`config.mk`:
```
export PLATFORM = sky130hd
export DESIGN_NAME = axi4_lite_slave_regs
export DESIGN_NICKNAME = d
export VERILOG_FILES = /design/src/rtl/axi4_lite_pkg.sv /design/src/rtl/axi4_lite_addr_decode.sv /design/src/rtl/axi4_lite_slave_regs.sv
export SDC_FILE = /design/constraint.sdc
export NUM_CORES = 1
export LEC_CHECK = 0
export BUFFER_PORTS_ARGS = -buffer_cell sky130_fd_sc_hd__buf_2
export CELL_PAD_IN_SITES_DETAIL_PLACEMENT = 1
export CELL_PAD_IN_SITES_GLOBAL_PLACEMENT = 1
export CORE_ASPECT_RATIO = 0.6
export CORE_UTILIZATION = 44
export CTS_CLUSTER_DIAMETER = 30
export DETAILED_ROUTE_END_ITERATION = 10
export PLACE_DENSITY_LB_ADDON = 0.1
export SLEW_MARGIN = 20
export SYNTH_ARGS = -nofsm -noshare
export SYNTH_HDL_FRONTEND = slang
export SYNTH_HIERARCHICAL = 1
export SYNTH_SLANG_ARGS = --single-unit
```
`constraint.sdc`:
```
create_clock -name clk -period 13.4 [get_ports clk]
set_input_delay 0.67 -clock clk [delete_from_list [all_inputs] [get_ports clk]]
set_output_delay 0.67 -clock clk [all_outputs]
set_load 0.05 [all_outputs]
```
`src/rtl/axi4_lite_pkg.sv`:
```
// Shared AXI4-Lite types: response codes, FSM state encodings and channel widths.
package axi4_lite_pkg;

    localparam int AXI_DATA_W = 32;
    localparam int AXI_ADDR_W = 32;

    typedef enum logic [1:0] {
        OKAY   = 2'b00,
        EXOKAY = 2'b01,
        SLVERR = 2'b10,
        DECERR = 2'b11
    } resp_t;

    typedef enum logic {
        W_IDLE,
        W_RESP
    } wr_state_t;

    typedef enum logic {
        R_IDLE,
        R_DATA
    } rd_state_t;

    // A single register still needs a 1-bit index signal.
    function automatic int idx_width(input int n);
        return (n > 1) ? $clog2(n) : 1;
    endfunction

endpackage

```
`src/rtl/axi4_lite_addr_decode.sv`:
```
// Maps a byte address onto a register index and flags whether it hits the bank.
module axi4_lite_addr_decode
    import axi4_lite_pkg::*;
#(
    parameter int                    NUM_REGS  = 8,
    parameter logic [AXI_ADDR_W-1:0] BASE_ADDR = 32'h0000_0000,
    localparam int                   IDX_W     = idx_width(NUM_REGS)
) (
    input  logic [AXI_ADDR_W-1:0] addr,
    output logic [IDX_W-1:0]      index,
    output logic                  in_range
);

    logic [AXI_ADDR_W-1:0] offset;
    logic                  unused_lsbs;

    assign offset = addr - BASE_ADDR;

    // Below-base addresses wrap to a huge offset, but are rejected explicitly anyway.
    assign in_range    = (addr >= BASE_ADDR) && (offset < AXI_ADDR_W'(NUM_REGS * 4));
    assign index       = offset[IDX_W+1:2];
    assign unused_lsbs = ^offset[1:0];

endmodule

```
`src/rtl/axi4_lite_slave_regs.sv`:
```
// AXI4-Lite register bank: NUM_REGS byte-writable 32-bit registers with independent
// read and write engines, exported flat with per-register write pulses.
module axi4_lite_slave_regs
    import axi4_lite_pkg::*;
#(
    parameter int                    NUM_REGS  = 8,
    parameter logic [AXI_ADDR_W-1:0] BASE_ADDR = 32'h0000_0000
) (
    input  logic                           clk,
    input  logic                           rst,
    input  logic [AXI_ADDR_W-1:0]          S_AXI_AWADDR,
    input  logic                           S_AXI_AWVALID,
    output logic                           S_AXI_AWREADY,
    input  logic [AXI_DATA_W-1:0]          S_AXI_WDATA,
    input  logic [AXI_DATA_W/8-1:0]        S_AXI_WSTRB,
    input  logic                           S_AXI_WVALID,
    output logic                           S_AXI_WREADY,
    output logic [1:0]                     S_AXI_BRESP,
    output logic                           S_AXI_BVALID,
    input  logic                           S_AXI_BREADY,
    input  logic [AXI_ADDR_W-1:0]          S_AXI_ARADDR,
    input  logic                           S_AXI_ARVALID,
    output logic                           S_AXI_ARREADY,
    output logic [AXI_DATA_W-1:0]          S_AXI_RDATA,
    output logic [1:0]                     S_AXI_RRESP,
    output logic                           S_AXI_RVALID,
    input  logic                           S_AXI_RREADY,
    output logic [NUM_REGS*AXI_DATA_W-1:0] reg_out,
    output logic [NUM_REGS-1:0]            wr_pulse
);

    localparam int IDX_W = idx_width(NUM_REGS);
    localparam int NBYTE = AXI_DATA_W / 8;

    logic [NUM_REGS-1:0][AXI_DATA_W-1:0] regs;

    wr_state_t             w_state, w_next;
    logic                  aw_held, w_held, aw_held_n, w_held_n;
    logic                  aw_hs, w_hs, commit;
    logic [AXI_ADDR_W-1:0] aw_addr_q, cur_awaddr;
    logic [AXI_DATA_W-1:0] w_data_q, cur_wdata;
    logic [NBYTE-1:0]      w_strb_q, cur_wstrb;
    logic [IDX_W-1:0]      w_idx;
    logic                  w_in_range;
    resp_t                 bresp_q;

    rd_state_t             r_state, r_next;
    logic                  ar_hs;
    logic [IDX_W-1:0]      r_idx;
    logic                  r_in_range;
    resp_t                 rresp_q;

    assign aw_hs = S_AXI_AWVALID && S_AXI_AWREADY;
    assign w_hs  = S_AXI_WVALID && S_AXI_WREADY;
    assign ar_hs = S_AXI_ARVALID && S_AXI_ARREADY;

    // Commit may happen on the same edge a channel handshakes, so bypass the latch.
    assign cur_awaddr = aw_held ? aw_addr_q : S_AXI_AWADDR;
    assign cur_wdata  = w_held ? w_data_q : S_AXI_WDATA;
    assign cur_wstrb  = w_held ? w_strb_q : S_AXI_WSTRB;

    axi4_lite_addr_decode #(
        .NUM_REGS  (NUM_REGS),
        .BASE_ADDR (BASE_ADDR)
    ) u_wr_decode (
        .addr     (cur_awaddr),
        .index    (w_idx),
        .in_range (w_in_range)
    );

    axi4_lite_addr_decode #(
        .NUM_REGS  (NUM_REGS),
        .BASE_ADDR (BASE_ADDR)
    ) u_rd_decode (
        .addr     (S_AXI_ARADDR),
        .index    (r_idx),
        .in_range (r_in_range)
    );

    always_comb begin
        w_next    = w_state;
        aw_held_n = aw_held;
        w_held_n  = w_held;
        commit    = 1'b0;
        case (w_state)
            W_IDLE: begin
                if (aw_hs) aw_held_n = 1'b1;
                if (w_hs)  w_held_n  = 1'b1;
                if (aw_held_n && w_held_n) begin
                    commit = 1'b1;
                    w_next = W_RESP;
                end
            end
            W_RESP: begin
                if (S_AXI_BREADY) begin
                    w_next    = W_IDLE;
                    aw_held_n = 1'b0;
                    w_held_n  = 1'b0;
                end
            end
            default: w_next = W_IDLE;
        endcase
    end

    always_ff @(posedge clk or posedge rst) begin
        if (rst) begin
            w_state       <= W_IDLE;
            aw_held       <= 1'b0;
            w_held        <= 1'b0;
            aw_addr_q     <= '0;
            w_data_q      <= '0;
            w_strb_q      <= '0;
            S_AXI_AWREADY <= 1'b0;
            S_AXI_WREADY  <= 1'b0;
            S_AXI_BVALID  <= 1'b0;
            bresp_q       <= OKAY;
        end else begin
            w_state <= w_next;
            aw_held <= aw_held_n;
            w_held  <= w_held_n;
            if (aw_hs) aw_addr_q <= S_AXI_AWADDR;
            if (w_hs) begin
                w_data_q <= S_AXI_WDATA;
                w_strb_q <= S_AXI_WSTRB;
            end
            S_AXI_AWREADY <= (w_next == W_IDLE) && !aw_held_n;
            S_AXI_WREADY  <= (w_next == W_IDLE) && !w_held_n;
            S_AXI_BVALID  <= (w_next == W_RESP);
            if (commit) bresp_q <= w_in_range ? OKAY : SLVERR;
        end
    end

    assign S_AXI_BRESP = bresp_q;

    always_ff @(posedge clk or posedge rst) begin
        if (rst) begin
            regs     <= '0;
            wr_pulse <= '0;
        end else begin
            wr_pulse <= '0;
            if (commit && w_in_range) begin
                wr_pulse[w_idx] <= 1'b1;
                for (int b = 0; b < NBYTE; b++)
                    if (cur_wstrb[b]) regs[w_idx][8*b +: 8] <= cur_wdata[8*b +: 8];
            end
        end
    end

    assign reg_out = regs;

    always_comb begin
        r_next = r_state;
        case (r_state)
            R_IDLE:  if (ar_hs) r_next = R_DATA;
            R_DATA:  if (S_AXI_RREADY) r_next = R_IDLE;
            default: r_next = R_IDLE;
        endcase
    end

    // regs is sampled before this edge's write lands, so a colliding read sees old data.
    always_ff @(posedge clk or posedge rst) begin
        if (rst) begin
            r_state       <= R_IDLE;
            S_AXI_ARREADY <= 1'b0;
            S_AXI_RVALID  <= 1'b0;
            S_AXI_RDATA   <= '0;
            rresp_q       <= OKAY;
        end else begin
            r_state       <= r_next;
            S_AXI_ARREADY <= (r_next == R_IDLE);
            S_AXI_RVALID  <= (r_next == R_DATA);
            if (ar_hs) begin
                S_AXI_RDATA <= r_in_range ? regs[r_idx] : '0;
                rresp_q     <= r_in_range ? OKAY : SLVERR;
            end
        end
    end

    assign S_AXI_RRESP = rresp_q;

endmodule

```
==> results.txt <==
----------------------------------------------------
[STA]
  Count of pins over their slew limit ... 0
  Number of hold-slack violations in the final timing report ... 0
  Setup skew after layout ... 0.0292 ns
  Post-route minimum period ... 3.90 ns
  Headroom to the max-slew limit ... 25.8%
  Tightest Pin Transition ... 1.11 ns
  Period utilization ... 29.1%
  Unrepaired setup endpoints after global routing ... false
  Finish-stage setup viols ... 0
  Maximum clock frequency ... 0.256 GHz
  Final TNS setup ... 0 ns

[Global route]
  Largest net degree at the start of global routing ... 128
  Global-route wire length before repair ... 83600 µm
  Number of global-route vias before repair ... 12800
  Grt ovf ... 0
  Global Route Usage Sum ... 28.8%
  Number of antenna violations at the first check in global routing ... 0

[Yosys]
  Summed instance area of the synthesized netlist ... 16900 µm²
  Synth warn ... 6
  Syn Inst Count ... 1153
  Post-Synthesis Mean Instance Area ... 14.6 µm²

[Power]
  Part of the power in registers ... 35.8%
  Net switching component of the power ... 1.09 mW
  Internal portion of total power ... 2.57 mW
  Cell leakage power ... 11.4 nW
  Sum of internal, switching and leakage power ... 3.66 mW
  Proportion of power drawn by combinational gates ... 18.7%
  Clock network fraction of total power ... 45.5%
  Power Density ... 170 nW/µm²
  Switching part of the total ... 29.8%
  Worst supply voltage drop on vdd ... 0.121 mV

[Cells and area]
  Nets@finish ... 1688
  Filler Cell Count ... 3802
  Area added between synthesis and finish ... 28.0%
  Multi-input logic area ... 7320 µm²
  Area taken by flip-flops and latches ... 9290 µm²
  N_diodes ... 0
  Fraction of layout cells with a size suffix above 1 ... 64.8%
  Post-route standard cell area excluding fillers ... 21600 µm²

[Critical path]
  Critical path start-end classification ... reg -> reg
  Count of buffering cells on the critical path with inverters included ... 1
  Worst Path Max Fanout ... 31
  Critical path's slowest cell ... sky130_fd_sc_hd__and3_1
  Data arrival time of the critical path ... 4.35 ns
  Endpoint kind of the worst setup timing path ... register
  Most frequent CP cell ... sky130_fd_sc_hd__mux2_2
  Ordered list of cells on the worst path ... buf_4, mux2_2, nor4_1, nand3_1, nor2_1, or3b_1, nor4_4, and3_1, mux2_2
  Number of cells on the worst reg-to-reg path ... 9
  Stages on worst setup path ... 9
  Data required time at the worst endpoint ... 13.85 ns
  Cell type group with the largest total delay on the critical path ... simple AND/OR/NAND/NOR gates
  CP peak stage delay ... 0.55 ns
  Startpoint type of the worst setup path ... register

[Clock network]
  # clock sinks ... 371
  CTS Buffer Depth ... 3
  Post-CTS clock slew at the launch and capture registers of the worst setup and hold paths ... 0.05 ns
  Hold-fix buffer count after cts ... 0
  Setup fix buffers added after clock tree synthesis ... 0
  Root buf cell ... sky130_fd_sc_hd__clkbuf_16
  CTS Buf Count ... 66
  Count of cells resized by post-cts repair ... 0
  Level count of the clock H-tree ... 3
  Insertion delay to the later sink of the worst-skew pair ... 0.57 ns
  Clock tree from TritonCTS ... yes

[Floorplanning]
  Initial core utilization ... 44.8%
  Site row count ... 55
  Core region area ... 37700 µm²
  Die width ... 255 µm
  Vertical extent of the die ... 154 µm
  Count of pins on the block boundary ... 412
  Area enclosed by the die boundary ... 39200 µm²

[Place]
  HPWL reported at the end of detailed placement ... 37600 µm
  PortBufs ... 405
  Area after DPL ... 19400 µm²
  Global placement routability congestion ... 0.817

[Hold path]
  Type of the worst min-delay path ... in -> async

[Drt]
  Final routed wire length divided by cell count ... 25.9 µm
  Iter 0 DRT Violations ... 595
  Vias after detailed routing ... 11800
  Number of remaining DRC errors ... 0
  Count of nets left with antenna violations after detail routing ... 0
  Vias per cell ... 5.51
  Total wire length after detailed routing ... 55500 µm
  Number of iterations in the first detailed-routing pass ... 4

[Status]
  Status ... finished clean

[Job]
  Number of max-cap violations ... 0

----------------------------------------------------
-- state kept, by name, indices dropped and copies added, names as in the netlist, 4 cells and up --
| signal | flops |
|---|---|
| w_strb_q | 4 |
| wr_pulse | 8 |
| reg_out | 256 |
| S_AXI_RDATA | 32 |
| w_data_q | 32 |
| aw_addr_q | 30 |
-- layout make-up --
class | count | share of cell area [%]
Clock buffer | 83 | 8.51
Clock inverter | 31 | 1.66
Inverter | 4 | 0.104
Multi-Input combinational cell | 721 | 33.9
Sequential cell | 371 | 43.0
Tap cell | 513 | 2.97
Timing Repair Buffer | 417 | 9.90
-- power groups by stage --
stage	Sequential, mW	Combinational [mW]	Clock [mW]
finish	1.31	0.685	1.67
global route	1.32	0.736	1.74
CTS	1.31	0.689	1.69
detailed placement	1.33	0.680	0
global placement	1.32	0.658	0
floorplan	1.31	0.492	0
-- layer usage --
| metal | routed length, µm | track usage (%) | vias up |
|---|---|---|---|
| met5 | 0 | 0 | - |
| met4 | 1180 | 7.50 | 0 |
| met3 | 3400 | 6.81 | 105 |
| met2 | 26600 | 46.8 | 323 |
| met1 | 24300 | 38.9 | 6229 |
| li1 | - | - | 5142 |
-- through the flow --
stage	util [%]	worst slack [ns]	hold slack (ns)	cells
finish	57.3	9.50	0.262	2140
global route	57.3	9.34	0.327	2140
CTS	57.2	9.55	0.316	2139
detailed placement	51.4	9.56	0.466	2025
global placement	51.4	9.60	0.459	2025
floorplan	-	2.43	0.474	1154
-- path summary, 6_finish.rpt --
check	from	to	slack (ns)
max in group asynchronous	rst	reg_out[105]$_DFFE_PP0P_	11.26
hold / removal	rst	aw_addr_q[9]$_DFFE_PP0P_	0.26
setup / recovery	aw_held$_DFF_PP0_	reg_out[198]$_DFFE_PP0P_	9.50
min in group clk	S_AXI_WDATA[11]	w_data_q[11]$_DFFE_PP0P_	0.35
setup reg to reg	aw_held$_DFF_PP0_	reg_out[198]$_DFFE_PP0P_	9.50
hold reg to reg	S_AXI_RDATA[21]$_DFFE_PP0P_	S_AXI_RDATA[21]$_DFFE_PP0P_	0.47
-- placed cells by master, fill, tap and decap left out, types with 4 or more instances in the layout --
cell type                      n
sky130_fd_sc_hd__clkbuf_16    68
sky130_fd_sc_hd__mux2_2      437
sky130_fd_sc_hd__nor2_1       41
sky130_fd_sc_hd__mux2_1        8
sky130_fd_sc_hd__nand2_2      25
sky130_fd_sc_hd__mux2_4        6
sky130_fd_sc_hd__clkinv_2      8
sky130_fd_sc_hd__clkinvlp_4    6
sky130_fd_sc_hd__dfrtp_1     370
sky130_fd_sc_hd__clkbuf_8      8
sky130_fd_sc_hd__nand2_4       8
sky130_fd_sc_hd__clkinv_4      4
sky130_fd_sc_hd__o31ai_1      32
sky130_fd_sc_hd__bufinv_16     5
sky130_fd_sc_hd__o22ai_1      32
sky130_fd_sc_hd__nor3_1        5
sky130_fd_sc_hd__nor4_1       10
sky130_fd_sc_hd__buf_2       404
sky130_fd_sc_hd__nand2_1      40
sky130_fd_sc_hd__nor3_2        6
sky130_fd_sc_hd__mux4_2       32
sky130_fd_sc_hd__inv_8         5
sky130_fd_sc_hd__clkbuf_1      7
sky130_fd_sc_hd__nand2b_1      4
sky130_fd_sc_hd__buf_4        12
(Power assumes the default switching activity.)
